**src/rtl/rf_access_arbiter.sv**
```systemverilog
// Round-robin arbiter sharing one dual-read/single-write register file between two requesters,
// with an optional post-reset zero sweep of every register before requests are accepted.
module rf_access_arbiter #(
    parameter int ADDR_W    = 5,
    parameter int DATA_W    = 32,
    parameter int NUM_REGS  = 32,
    parameter int INIT_ZERO = 1
) (
    input  logic              clk,
    input  logic              rst,

    input  logic              req0_valid,
    output logic              req0_ready,
    input  logic [ADDR_W-1:0] req0_src1,
    input  logic [ADDR_W-1:0] req0_src2,
    input  logic [ADDR_W-1:0] req0_dest,
    input  logic              req0_we,
    input  logic [DATA_W-1:0] req0_wdata,

    input  logic              req1_valid,
    output logic              req1_ready,
    input  logic [ADDR_W-1:0] req1_src1,
    input  logic [ADDR_W-1:0] req1_src2,
    input  logic [ADDR_W-1:0] req1_dest,
    input  logic              req1_we,
    input  logic [DATA_W-1:0] req1_wdata,

    output logic              rsp0_valid,
    output logic [DATA_W-1:0] rsp0_data1,
    output logic [DATA_W-1:0] rsp0_data2,
    output logic              rsp1_valid,
    output logic [DATA_W-1:0] rsp1_data1,
    output logic [DATA_W-1:0] rsp1_data2,

    output logic              rf_wr_en,
    output logic [ADDR_W-1:0] rf_src1_addr,
    output logic [ADDR_W-1:0] rf_src2_addr,
    output logic [ADDR_W-1:0] rf_dest_addr,
    output logic [DATA_W-1:0] rf_write_data,
    input  logic [DATA_W-1:0] rf_read_data1,
    input  logic [DATA_W-1:0] rf_read_data2,

    output logic              init_done
);

    typedef enum logic {ST_INIT, ST_RUN} state_t;

    localparam state_t            RESET_STATE = (INIT_ZERO != 0) ? ST_INIT : ST_RUN;
    localparam logic [ADDR_W-1:0] LAST_ADDR   = ADDR_W'(NUM_REGS - 1);

    state_t            state_reg;
    logic [ADDR_W-1:0] init_cnt_reg;
    logic              ptr_reg;

    logic              init_phase;
    logic              run_phase;
    logic [1:0]        grant;

    logic [1:0]        req_valid;
    logic [1:0]        req_we;
    logic [ADDR_W-1:0] req_src1  [2];
    logic [ADDR_W-1:0] req_src2  [2];
    logic [ADDR_W-1:0] req_dest  [2];
    logic [DATA_W-1:0] req_wdata [2];

    logic [ADDR_W-1:0] sel_src1  [2];
    logic [ADDR_W-1:0] sel_src2  [2];
    logic [ADDR_W-1:0] sel_dest  [2];
    logic [DATA_W-1:0] sel_wdata [2];

    logic [1:0]        rsp_valid_vec;
    logic [DATA_W-1:0] rsp_data1_arr [2];
    logic [DATA_W-1:0] rsp_data2_arr [2];

    assign req_valid    = {req1_valid, req0_valid};
    assign req_we       = {req1_we, req0_we};
    assign req_src1[0]  = req0_src1;
    assign req_src1[1]  = req1_src1;
    assign req_src2[0]  = req0_src2;
    assign req_src2[1]  = req1_src2;
    assign req_dest[0]  = req0_dest;
    assign req_dest[1]  = req1_dest;
    assign req_wdata[0] = req0_wdata;
    assign req_wdata[1] = req1_wdata;

    // Gating with rst keeps every output low while reset is held, even in the reset state.
    assign init_phase = rst && (state_reg == ST_INIT);
    assign run_phase  = rst && (state_reg == ST_RUN);

    always_comb begin
        grant = 2'b00;
        if (run_phase) begin
            if (req_valid[0] && (!req_valid[1] || !ptr_reg)) begin
                grant[0] = 1'b1;
            end else if (req_valid[1]) begin
                grant[1] = 1'b1;
            end
        end
    end

    // Grant is one-hot or zero, so masking each request and OR-ing forms the port mux.
    generate
        for (genvar gi = 0; gi < 2; gi++) begin : g_req
            logic              rsp_valid_reg;
            logic [DATA_W-1:0] rsp_data1_reg;
            logic [DATA_W-1:0] rsp_data2_reg;

            assign sel_src1[gi]  = grant[gi] ? req_src1[gi]  : '0;
            assign sel_src2[gi]  = grant[gi] ? req_src2[gi]  : '0;
            assign sel_dest[gi]  = grant[gi] ? req_dest[gi]  : '0;
            assign sel_wdata[gi] = grant[gi] ? req_wdata[gi] : '0;

            always_ff @(posedge clk or negedge rst) begin
                if (!rst) begin
                    rsp_valid_reg <= 1'b0;
                    rsp_data1_reg <= '0;
                    rsp_data2_reg <= '0;
                end else begin
                    rsp_valid_reg <= grant[gi];
                    if (grant[gi]) begin
                        rsp_data1_reg <= rf_read_data1;
                        rsp_data2_reg <= rf_read_data2;
                    end
                end
            end

            assign rsp_valid_vec[gi] = rsp_valid_reg;
            assign rsp_data1_arr[gi] = rsp_data1_reg;
            assign rsp_data2_arr[gi] = rsp_data2_reg;
        end
    endgenerate

    always_ff @(posedge clk or negedge rst) begin
        if (!rst) begin
            state_reg    <= RESET_STATE;
            init_cnt_reg <= '0;
            ptr_reg      <= 1'b0;
        end else if (state_reg == ST_INIT) begin
            init_cnt_reg <= init_cnt_reg + 1'b1;
            if (init_cnt_reg == LAST_ADDR) begin
                state_reg <= ST_RUN;
            end
        end else begin
            if (grant[0]) begin
                ptr_reg <= 1'b1;
            end else if (grant[1]) begin
                ptr_reg <= 1'b0;
            end
        end
    end

    assign req0_ready    = grant[0];
    assign req1_ready    = grant[1];
    assign init_done     = run_phase;

    assign rf_wr_en      = init_phase | (|(grant & req_we));
    assign rf_src1_addr  = sel_src1[0] | sel_src1[1];
    assign rf_src2_addr  = sel_src2[0] | sel_src2[1];
    assign rf_dest_addr  = init_phase ? init_cnt_reg : (sel_dest[0] | sel_dest[1]);
    assign rf_write_data = sel_wdata[0] | sel_wdata[1];

    assign rsp0_valid    = rsp_valid_vec[0];
    assign rsp1_valid    = rsp_valid_vec[1];
    assign rsp0_data1    = rsp_data1_arr[0];
    assign rsp0_data2    = rsp_data2_arr[0];
    assign rsp1_data1    = rsp_data1_arr[1];
    assign rsp1_data2    = rsp_data2_arr[1];

endmodule

```
**config.mk**
```make
export PLATFORM = sky130hd
export DESIGN_NAME = rf_access_arbiter
export DESIGN_NICKNAME = d
export VERILOG_FILES = /design/src/rtl/rf_access_arbiter.sv
export SDC_FILE = /design/constraint.sdc
export NUM_CORES = 1
export LEC_CHECK = 0
export BUFFER_PORTS_ARGS = -buffer_cell sky130_fd_sc_hd__buf_2
export CAP_MARGIN = 5
export CORE_AREA = 4 4 131 133
export DETAILED_ROUTE_END_ITERATION = 16
export DIE_AREA = 0 0 135 137
export PLACE_DENSITY = 0.76
export SLEW_MARGIN = 20
export SYNTH_ARGS = -nofsm -noshare
export SYNTH_HDL_FRONTEND = slang
export SYNTH_SLANG_ARGS = --single-unit
```
**constraint.sdc**
```tcl
create_clock -name clk -period 1.8 [get_ports clk]
set_input_delay 0.18 -clock clk [delete_from_list [all_inputs] [get_ports clk]]
set_output_delay 0.18 -clock clk [all_outputs]
set_load 0.01 [all_outputs]
```
Word level (Yosys, flattened, before mapping). Index checks and enable logic that the tools add are counted.

Equality and inequality tests: 1. Bitwise gates (word level): 7. Reduce and logical (&&, ||, !) cells: 9. Add/sub/neg operators: 1. Mux-type cells: 17.

Operator list (number): $mux 32 (2); $mux 5 (7); $or 32x32->32 (1); $or 5x5->5 (3); $mux 1 (7); $add 5x1->5 const B (1); $eq 5x5->1 const B (1); $logic_and 1x1->1 (3); $and 2x2->2 (1); $logic_not 1->1 (2); $mux 2 (1); $reduce_and 2->1 (1); $reduce_bool 2->1 (1); $reduce_or 2->1 (1); $logic_or 1x1->1 (1); $not 1->1 (1); $or 1x1->1 (1).

Word-level logic and storage cells: 44. Output and inout bits: 181. Register bits: 137.

Logic depth before layout (Yosys ltp).
Word-level depth: 8. Gate-level depth with buffers: 7.

Worst setup path after synthesis. Ideal clock, no wire load.

Path kind: reg-to-output. Start: register state_reg. End: output rf_dest_addr[0]. Stages on the path, launching flop included: 7. Data arrival time: 1438 ps. Data required time: 1620 ps. Path slack: 182 ps. Buffers on the path: 3. Cell sequence: dfrtp_1 buf_4 and3_1 a21boi_4 buf_6 buf_6 a221o_1.

Cells in the longest elaborated chain, start to end: 5. Elaborated cells between the ends (all ways): 8. Classes of those cells: mux (4); bitwise (2); reduce/logical (2).

Ends and longest elaborated chain: start: declaration (RTL line 51) `state_t state_reg;`; start signal: assignment (RTL line 135) `state_reg <= RESET_STATE;`; start signal: assignment (RTL line 141) `state_reg <= ST_RUN;`; $logic_and 1x1->1 (RTL line 88) `assign run_phase = rst && (state_reg == ST_RUN);`; $mux 2 (RTL line 92) `if (run_phase) begin`; $mux 5 (RTL line 110) `assign sel_dest[gi] = grant[gi] ? req_dest[gi] : '0;`; $or 5x5->5 (RTL line 159) `assign rf_dest_addr = init_phase ? init_cnt_reg : (sel_dest[0] | sel_dest[1]);`; $mux 5 * (RTL line 159); end: declaration (RTL line 38) `output logic [ADDR_W-1:0] rf_dest_addr,`.

Mark *: on every way between the ends. The rest lies on a longest branch, timed or not.

Worst setup path in the final report.
Start: register state_reg. End: output rf_write_data[24].

Cells in the longest elaborated chain, start to end: 4. Elaborated cells between the ends (all ways): 5. Classes of those cells: mux (3); bitwise (1); reduce/logical (1).

Ends and longest elaborated chain: $logic_and 1x1->1 * (RTL line 88); $mux 2 * (RTL line 92); $mux 32 (RTL line 111) `assign sel_wdata[gi] = grant[gi] ? req_wdata[gi] : '0;`; $or 32x32->32 * (RTL line 160) `assign rf_write_data = sel_wdata[0] | sel_wdata[1];`; end: declaration (RTL line 39) `output logic [DATA_W-1:0] rf_write_data,`.

Marks and branches as above.

==> flow_summary.ini <==
[grt]
overflow = 0
grt_antenna_before_repair = 2
grtUsageMet1 = 0.235
grt_pass1_vias = 4753
grt_use_met2 = 0.289
top_usage_layer = met2
grt_util_all_layers = 0.182
globalRouteMet3Util = 0.0651
grt_max_degree = 112
grt_first_pass_wirelength_mm = 26.1

[sta]
drv_slew = 0
holdWs_ns = -0.0477
rsz0062_at_grt = true
setup_violations = 97
clock.fmax_mhz = 493
skew_ns = 0.00942
final.setup.tns_ns = -11.42
hold_viol = 23
fin_crit_sh = 1.13
fin_crit_ns = 2.03
worstMarginPinSlew_ns = 0.656
layout_setup_ws_ns = -0.230
slew_headroom = 0.563

[cells_and_area]
design_area_um2 = 9160
area_growth_pct = 61.3
final_common_cell = buf_2
nets = 927
layout_common_cells = buf_2 (335), dfrtp_1 (137), mux2_2 (74)
diodes = 0
drive_above_1_share = 0.702
final_cell_count_no_fill = 988

[power_and_ir_drop]
ir_worst_vdd_v = 0.000688
power_leakage_nw = 4.68
power_density_nw_per_um2 = 1080
total_power_mw = 9.92

[placement]
io_buffers = 344
place_area_um2 = 7680
gp_congestion = 0.737
post-place-cells = 912
hpwl_mm = 13.1

[critical_path]
worstSetupPathType = flop to output pin
crit_path_end_kind = output pin
crit_arrival_ns = 1.85
path_max_fanout = 7
reg2reg_to = rsp1_data1[26]$_DFFE_PN0N_
critical_path.max_stage_delay_ns = 0.40
cp-start-kind = flop
crit_buf_inv = 4
critical-path-top-delay-family = buffers and inverters
crit_required_ns = 1.62
crit_chain = and2_4, nand3_4, clkinvlp_4, buf_12, clkbuf_16, a22o_1, buf_2
worst_r2r_startpoint = state_reg$_DFF_PN0_
rrSetupSlack_ns = -0.08
reg2reg_depth = 8
critical_path_depth = 7
cp_slowest_cell = dfrtp_1

[route]
ant_nets = 0
vias = 4702
drc = 0
drtPass1Iterations = 4
drtIter0Drc = 228
drt_wl_total_mm = 19.4
wl_per_cell_um = 19.6
via_per_inst = 4.76

[die]
die_h_um = 137
dieArea_um2 = 18500
fp-row-count = 46
die_w_um = 135
core_area_um2 = 15800
ios = 345
initial_utilization = 0.359

[job]
maxCapViolCount = 0

[run_status]
status = finished, violations left
violations = hold timing, setup timing

[clock_network]
cts_buffers = 17
cts-root-buf = clkbuf_16
cts.sinks = 137
clkTransAtPathRegs_ns = 0.06
htreeDepth = 4
insertion_delay_ns = 0.41
cts_tree = done
clockBufferDepth = 2

[yosys]
syn_inst = 363
synth_area_um2 = 5680
yosysTopAreaCellShare = 0.603
yosysUniqueCellTypes = 22
syn_nets = 529
avgSynthCellArea_um2 = 15.7
yosysWarnings = 0
synth.area.top_cells = dfrtp_1 (60%), mux2_2 (22%), a22o_1 (6.5%), mux2_1 (4.2%), buf_6 (1.8%)
ys_ff_latch = 137
ys_seq_area_frac = 0.603
synth.largest_area_cell = dfrtp_1

[min_path]
hp-class = input port to asynchronous set/reset pin
==> what timing repair did <==
| item | 4_1_cts | 5_1_grt |
|---|---|---|
| gates cloned | 4 | 6 |
| buffers inserted | 7 | 3 |
| resized for setup | 27 | 65 |
| hold buffers | 26 | 0 |
| pin swaps | 2 | 0 |
| setup endpoints to repair | 50 | 111 |
| hold endpoints to repair | 56 | 0 |
==> layout make-up <==
class / count / area, µm²
tap: 216 / 270
inverter: 2 / 11.3
clock inverter: 7 / 68.8
clock buffer: 23 / 488
multi-input combinational: 199 / 2290
timing repair buffer: 403 / 2600
sequential: 137 / 3430
fill: 1242 / 6670
timing repair inverter: 1 / 5.00
==> how the worst max path moves through the flow <==
stage                              from                   endpoint  slack (ns)
finish              state_reg$_DFF_PN0_          rf_write_data[24]       -0.23
global route        state_reg$_DFF_PN0_          rf_write_data[25]       -0.29
floorplan           state_reg$_DFF_PN0_            rf_dest_addr[0]        0.18
CTS                 state_reg$_DFF_PN0_          rf_write_data[26]       -0.21
global placement    state_reg$_DFF_PN0_  rsp1_data1[9]$_DFFE_PN0N_        0.22
detailed placement  state_reg$_DFF_PN0_  rsp1_data1[4]$_DFFE_PN0N_        0.16
==> cell usage after synthesis, drive strengths merged <==
cell type / instances
nand4b: 1
or2: 1
o21ai: 1
inv: 2
and3: 2
a21boi: 1
dfrtp: 137
buf: 22
mux2: 130
nand3: 1
nand2b: 1
clkbuf: 3
and2: 6
xnor2: 3
nor2b: 1
nand2: 1
ha: 2
a221o: 6
a22o: 42
==> tightest hold or removal path, cell delays in order <==
cell and delay [ns]:
buf_6 0.10, buf_4 0.13, buf_12 0.36
==> per-stage QoR <==
step,worst slack (ns),util
after floorplan,0.182,-
after global placement,0.217,0.485
after detailed placement,0.164,0.485
after CTS,-0.214,0.553
after global routing,-0.288,0.579
final,-0.230,0.579
==> logic make-up after synthesis <==
group / Yosys count / synth area share
AO/OA/AOI/OAI: 50 / 0.0795
XOR/XNOR: 3 / 0.00463
adder cells (fa/ha/maj): 2 / 0.00440
buffers and inverters: 27 / 0.0352
flip-flops: 137 / 0.603
multiplexers: 130 / 0.258
AND/OR/NAND/NOR: 14 / 0.0152
==> routing by layer <==
| layer | share of wire | wire length (µm) |
|---|---|---|
| met1 | 0.41 | 7850 |
| met5 | 0.0013 | 26 |
| met4 | 0.014 | 278 |
| met2 | 0.49 | 9540 |
| met3 | 0.086 | 1670 |
==> where the power goes <==
part	leakage (nW)	internal [mW]	switching, mW
clock	0.271	2.03	1.23
combinational	2.78	1.46	1.19
sequential	1.62	3.69	0.325
No activity file was read; power rests on OpenSTA's default activity.
